### config.mk
export PLATFORM = sky130hd
export DESIGN_NAME = sys_xbar_rr
export DESIGN_NICKNAME = d
export VERILOG_FILES = /design/src/rtl/sys_xbar_rr.sv
export SDC_FILE = /design/constraint.sdc
export NUM_CORES = 1
export LEC_CHECK = 0
export ABC_AREA = 1
export ABC_CLOCK_PERIOD_IN_PS = 3450
export CAP_MARGIN = 15
export CORE_AREA = 2 2 407 409
export DETAILED_ROUTE_END_ITERATION = 7
export DIE_AREA = 0 0 409 411
export PLACE_DENSITY_LB_ADDON = 0.3
export SETUP_SLACK_MARGIN = 0.5
export SLEW_MARGIN = 10
export SYNTH_ARGS = -nofsm -noshare
export SYNTH_HDL_FRONTEND = slang
export SYNTH_SLANG_ARGS = --single-unit
export TNS_END_PERCENT = 10
### constraint.sdc
create_clock -name i_clk -period 3.45 [get_ports i_clk]
set_input_delay 0.69 -clock i_clk [delete_from_list [all_inputs] [get_ports i_clk]]
set_output_delay 0.69 -clock i_clk [all_outputs]
set_load 0.01 [all_outputs]
### src/rtl/sys_xbar_rr.sv
// Address-decoded shared bus: round-robin arbitration with a bounded grant-hold,
// per-slave base/mask decode and an RD_LAT-deep read-return pipeline.
module sys_xbar_rr #(
  parameter int                      XLEN     = 32,
  parameter int                      N_MST    = 4,
  parameter int                      N_SLV    = 6,
  parameter logic [N_SLV*XLEN-1:0]   SLV_BASE = {N_SLV{32'h0}},
  parameter logic [N_SLV*XLEN-1:0]   SLV_MASK = {N_SLV{32'hFFFF_F000}},
  parameter int                      RD_LAT   = 1,
  parameter int                      MAX_HOLD = 16,
  parameter logic [XLEN-1:0]         ERR_DATA = 32'hDEAD_BEEF
) (
  input  logic                    i_clk,
  input  logic                    i_rst,
  input  logic [N_MST-1:0]        i_req,
  output logic [N_MST-1:0]        o_gnt,
  input  logic [N_MST*XLEN-1:0]   i_m_addr,
  input  logic [N_MST-1:0]        i_m_write,
  input  logic [N_MST-1:0]        i_m_read,
  input  logic [N_MST*4-1:0]      i_m_size,
  input  logic [N_MST*XLEN-1:0]   i_m_din,
  output logic [N_MST*XLEN-1:0]   o_m_dout,
  output logic [N_MST-1:0]        o_m_rvalid,
  output logic [N_MST-1:0]        o_m_err,
  output logic [N_SLV*XLEN-1:0]   o_s_addr,
  output logic [N_SLV-1:0]        o_s_write,
  output logic [N_SLV-1:0]        o_s_read,
  output logic [N_SLV*4-1:0]      o_s_size,
  output logic [N_SLV*XLEN-1:0]   o_s_din,
  input  logic [N_SLV*XLEN-1:0]   i_s_dout
);

  localparam int MW = (N_MST > 1) ? $clog2(N_MST) : 1;
  localparam int SW = (N_SLV > 1) ? $clog2(N_SLV) : 1;
  localparam int HW = $clog2(MAX_HOLD + 1);
  localparam logic [HW-1:0] HOLD_MAX = HW'(MAX_HOLD);

  typedef struct packed {
    logic          vld;
    logic [MW-1:0] mst;
    logic [SW-1:0] slv;
    logic          miss;
  } rd_ent_t;

  logic [MW-1:0] rr_ptr_q, rr_ptr_d;
  logic [HW-1:0] hold_cnt_q, hold_cnt_d;
  logic [MW-1:0] owner_q, owner_d;
  logic          owner_vld_q, owner_vld_d;
  rd_ent_t       pipe_q [RD_LAT];
  rd_ent_t       pipe_d [RD_LAT];

  logic             keep;
  logic [N_MST-1:0] owner_oh;
  logic             gnt_vld;
  logic [MW-1:0]    gnt_idx;

  function automatic logic [MW-1:0] rr_idx(input logic [MW-1:0] base, input int off);
    int s;
    s = int'(base) + off;
    if (s >= N_MST) s = s - N_MST;
    return MW'(s);
  endfunction

  // The current owner keeps the bus until its hold budget runs out, unless nobody else wants it.
  always_comb begin
    gnt_vld  = 1'b0;
    gnt_idx  = '0;
    owner_oh = N_MST'(1) << owner_q;
    keep     = owner_vld_q && i_req[owner_q] &&
               ((hold_cnt_q < HOLD_MAX) || (i_req == owner_oh));
    if (keep) begin
      gnt_vld = 1'b1;
      gnt_idx = owner_q;
    end else begin
      for (int i = N_MST - 1; i >= 0; i--) begin
        if (i_req[rr_idx(rr_ptr_q, i)]) begin
          gnt_vld = 1'b1;
          gnt_idx = rr_idx(rr_ptr_q, i);
        end
      end
    end
    if (i_rst) gnt_vld = 1'b0;
  end

  assign o_gnt = gnt_vld ? (N_MST'(1) << gnt_idx) : '0;

  always_comb begin
    rr_ptr_d    = rr_ptr_q;
    hold_cnt_d  = '0;
    owner_d     = owner_q;
    owner_vld_d = 1'b0;
    if (gnt_vld) begin
      owner_vld_d = 1'b1;
      owner_d     = gnt_idx;
      rr_ptr_d    = (gnt_idx == MW'(N_MST - 1)) ? '0 : gnt_idx + 1'b1;
      if (owner_vld_q && (gnt_idx == owner_q))
        hold_cnt_d = (hold_cnt_q == HOLD_MAX) ? HOLD_MAX : hold_cnt_q + 1'b1;
      else
        hold_cnt_d = HW'(1);
    end
  end

  // Command path: the granted master drives every slave; only the decoded slave sees a strobe.
  logic [XLEN-1:0]  sel_addr, sel_din;
  logic [3:0]       sel_size;
  logic             sel_wr, sel_rd;
  logic [N_SLV-1:0] hit;
  logic             dec_hit;
  logic [SW-1:0]    dec_idx;

  assign sel_addr = gnt_vld ? i_m_addr[int'(gnt_idx)*XLEN +: XLEN] : '0;
  assign sel_din  = gnt_vld ? i_m_din[int'(gnt_idx)*XLEN +: XLEN] : '0;
  assign sel_size = gnt_vld ? i_m_size[int'(gnt_idx)*4 +: 4] : '0;
  assign sel_wr   = gnt_vld && i_m_write[gnt_idx];
  assign sel_rd   = gnt_vld && i_m_read[gnt_idx] && !i_m_write[gnt_idx];

  generate
    for (genvar gi = 0; gi < N_SLV; gi++) begin : g_slv
      assign hit[gi] = (sel_addr & SLV_MASK[gi*XLEN +: XLEN]) ==
                       (SLV_BASE[gi*XLEN +: XLEN] & SLV_MASK[gi*XLEN +: XLEN]);
      assign o_s_addr[gi*XLEN +: XLEN] = sel_addr;
      assign o_s_din[gi*XLEN +: XLEN]  = sel_din;
      assign o_s_size[gi*4 +: 4]       = sel_size;
      assign o_s_write[gi] = sel_wr && dec_hit && (dec_idx == SW'(gi));
      assign o_s_read[gi]  = sel_rd && dec_hit && (dec_idx == SW'(gi));
    end
  endgenerate

  always_comb begin
    dec_hit = |hit;
    dec_idx = '0;
    for (int k = N_SLV - 1; k >= 0; k--) begin
      if (hit[k]) dec_idx = SW'(k);
    end
  end

  always_comb begin
    pipe_d[0].vld  = sel_rd;
    pipe_d[0].mst  = gnt_idx;
    pipe_d[0].slv  = dec_idx;
    pipe_d[0].miss = !dec_hit;
    for (int i = 1; i < RD_LAT; i++) pipe_d[i] = pipe_q[i-1];
  end

  always_ff @(posedge i_clk) begin
    if (i_rst) begin
      rr_ptr_q    <= '0;
      hold_cnt_q  <= '0;
      owner_q     <= '0;
      owner_vld_q <= 1'b0;
      for (int i = 0; i < RD_LAT; i++) pipe_q[i] <= '0;
    end else begin
      rr_ptr_q    <= rr_ptr_d;
      hold_cnt_q  <= hold_cnt_d;
      owner_q     <= owner_d;
      owner_vld_q <= owner_vld_d;
      for (int i = 0; i < RD_LAT; i++) pipe_q[i] <= pipe_d[i];
    end
  end

  // Return stage: masked during reset so a read issued just before reset never completes.
  rd_ent_t          ret;
  logic             ret_vld;
  logic [XLEN-1:0]  ret_data;
  logic [N_MST-1:0] rv;

  assign ret      = pipe_q[RD_LAT-1];
  assign ret_vld  = ret.vld && !i_rst;
  assign ret_data = ret.miss ? ERR_DATA : i_s_dout[int'(ret.slv)*XLEN +: XLEN];

  generate
    for (genvar gi = 0; gi < N_MST; gi++) begin : g_mst
      assign rv[gi]                    = ret_vld && (ret.mst == MW'(gi));
      assign o_m_rvalid[gi]            = rv[gi];
      assign o_m_err[gi]               = rv[gi] && ret.miss;
      assign o_m_dout[gi*XLEN +: XLEN] = rv[gi] ? ret_data : '0;
    end
  endgenerate

endmodule

==> flow_summary.ini <==
[status]
outcome = complete, but fails checks
violations = setup timing

[cts]
root_buffer = clkbuf_16
htree_levels = 1
clk_latency_ns = 0.26
clock_sinks = 14
clockBufferDepth = 2
cts_made_buffers = 3
cts.clk_slew.worst_paths_ns = 0.06
cts_tree = yes
cts_hold_buf = 0

[timing]
period_share_pct = 111
fmaxAchievable_mhz = 262
period_needed_ns = 3.82
worstMarginPinSlew_ns = 0.701
finalClockSkew_ns = 0.00244
final_hold_viol_count = 0
setup_ws_ns = -0.370
setup_viol = 532
tns_ns = -112.95
slew_headroom_pct = 53.1
slew_violations = 0
rsz0062_at_grt = true

[job]
maxCapViolCount = 0

[placed_design]
numPortBuffers = 867
pre_cts_slack_ns = -1.48
dp_hpwl_mm = 55.3
gp_congestion = 0.832

[floorplanning]
die_h_um = 411
core_area_mm2 = 0.164
dieArea_mm2 = 0.168
row_count = 149
fp.dieW_um = 409
boundaryPins = 1038
start_util_pct = 4.29

[pwr]
p_sw_share_pct = 49.0
power_frac_comb_pct = 97.8
p_sw_mw = 11.6
p_int_mw = 12.1
p_seq_share_pct = 1.0
p_per_area_mw_per_mm2 = 1170
p_leak_nw = 8.65
max-vdd-ir-drop_uv = 596
p_clk_share_pct = 1.1
power.total_mw = 23.7

[drt]
finalWirelength_mm = 68.8
viasPerCell = 2.54
drtAntennaViolNets = 0
drt_first_pass_iters = 4
wire_per_inst_um = 16.2
drc = 0
dr.first_iter.drc_count = 451
vias = 10800

[finish]
layout-drive-gt1-share_pct = 39.5
syn_to_final_growth_pct = 187
multi_input_area_mm2 = 0.00481
fin_nets = 2528
num-fill-cells = 18900
seqCellArea_um2 = 280

[global_routing]
antenna_found_initial = 24
grtUsageMet2_pct = 12.8
met3_usage_pct = 1.73
grt_max_degree = 40
grt_pass1_vias = 11000
met1_usage_pct = 10.0
grt-busiest-layer = met2
grt_pass1_wl_mm = 89.0
track_usage_pct = 7.58
grt_remaining_overflow = 0

[setup_path]
arrival_ns = 3.13
crit_family = buffers and inverters
timing_worst_setup_path_type = in -> out
cp-start-kind = primary input
end_kind = output port
slowest_stage = o32ai_4
cp_cell_sequence = buf_6 -> buf_12 -> nand2_2 -> a21boi_2 -> nand2_1 -> nand2_2 -> a21boi_2 -> nand2_4 -> a21oi_4 -> buf_12 -> clkinvlp_4 -> buf_12 -> buf_16 -> o32ai_4 -> buf_12 -> buf_6 -> buf_6 -> buf_6
max_stage_delay_ns = 0.35
cp_max_fo = 7
path_buf_inv = 10
crit_required_ns = 2.76

[logic_synthesis]
avgSynthCellArea_um2 = 5.54
synthesis.area_mm2 = 0.00704
netlist_instances = 1271
yosys_warnings = 0
synth_area_leaders = buf_4, nor2_1, nand2_1, o21ai_0, inv_1
ys_ff_latch = 14
seq_area_frac_synth_pct = 3.98
yosysUniqueCellTypes = 32
synth_top_area_share_pct = 38.0
synth_area_leader_cell = buf_4

[min_path]
hold_path_class = reg -> reg
cell type report:
| type | instances | share of cell area, % |
|---|---|---|
| diodes | 9 | 0.112 |
| clock buffers | 4 | 0.440 |
| inverters | 87 | 1.93 |
| multi-input cells | 763 | 23.8 |
| flip-flops and latches | 14 | 1.39 |
| well taps | 2189 | 13.6 |
| repair buffers | 1175 | 58.7 |
repair_timing:
| item | 4_1_cts | 5_1_grt |
|---|---|---|
| setup buffers | 98 | 27 |
| setup endpoints to repair | 558 | 552 |
| pin swaps | 83 | 50 |
| cloned | 14 | 4 |
| resized for setup | 1056 | 534 |
path summary, 6_finish.rpt:
path            startpoint       endpoint  slack [ns]  cells past startpoint
min reg2reg  hold_cnt_q[3]  hold_cnt_q[3]        0.57                      2
min          hold_cnt_q[3]  hold_cnt_q[3]        0.57                      2
max               i_req[0]    o_s_din[86]       -0.37                     18
max reg2reg    rr_ptr_q[0]   pipe_q[0][0]        0.47                     24
synth_stat cells, drive strengths merged:
| library cell | number |
|---|---|
| nand3 | 61 |
| o211ai | 1 |
| o21ai | 79 |
| ha | 6 |
| xnor2 | 1 |
| nor3 | 7 |
| xor2 | 2 |
| dfxtp | 14 |
| o22ai | 3 |
| conb | 1 |
| nand3b | 30 |
| clkbuf | 31 |
| nor2 | 351 |
| nand2 | 148 |
| a21oi | 32 |
| inv | 87 |
| o32ai | 23 |
| a21boi | 3 |
| buf | 390 |
| nand4 | 1 |
per-stage QoR:
stage / instance area, um^2 / hold WS (ns) / utilization (%) / instances
floorplan: 7630 / 0.517 / - / 1280
global placement: 18000 / 0.550 / 11.0 / 4085
detailed placement: 18000 / 0.562 / 11.0 / 4085
CTS: 19600 / 0.575 / 12.0 / 4201
global route: 20200 / 0.609 / 12.3 / 4233
finish: 20200 / 0.569 / 12.3 / 4241
state kept, by name, indices dropped and copies added (netlist names):
signal,count
owner_q,2
hold_cnt_q,5
rr_ptr_q,2
pipe_q,4
owner_vld_q,1
worst min-delay path, cell delays in order, from the launching register on:
cell,delay [ns]
dfxtp_1,0.37
xor2_1,0.08
nor2_1,0.08
placed cells by master (no fill, tap or decap), drive strengths merged, types with 2 or more instances in the layout:
cell type / n
buf: 534
clkdlybuf4s50: 496
nor2: 351
nand2: 153
dlygate4sd2: 95
inv: 86
o21ai: 79
nand3: 61
clkbuf: 41
a21oi: 32
nand3b: 30
o32ai: 23
dfxtp: 14
conb: 10
diode: 9
nor3: 7
clkdlybuf4s15: 7
ha: 6
o22ai: 3
bufbuf: 3
dlymetal6s2s: 3
a21boi: 3
xor2: 2
power groups by stage:
stage | Combinational (mW) | Sequential, mW | Clock, mW
final | 23.2 | 0.242 | 0.267
after global routing | 24.9 | 0.248 | 0.284
after CTS | 22.2 | 0.243 | 0.277
after detailed placement | 19.5 | 0.245 | 0
after global placement | 19.7 | 0.245 | 0
after floorplan | 10.3 | 0.230 | 0
logic make-up after synthesis:
kind of cell	share of synthesized area (%)
xor gates and xnor gates	0.373
and+or+nand+nor	35.8
adders and majority gates	1.07
AOI/OAI and AO/OA	11.4
buffers and inverters	47.3
DFF	3.98
other	0.0533
routing by layer:
| layer | up-vias | part of all wire, % |
|---|---|---|
| met5 | - | 0.12 |
| met4 | 12 | 1.2 |
| met3 | 49 | 7.1 |
| met2 | 550 | 47 |
| met1 | 4985 | 44 |
| li1 | 5194 | - |
No activity file was read; power rests on OpenSTA's default activity.
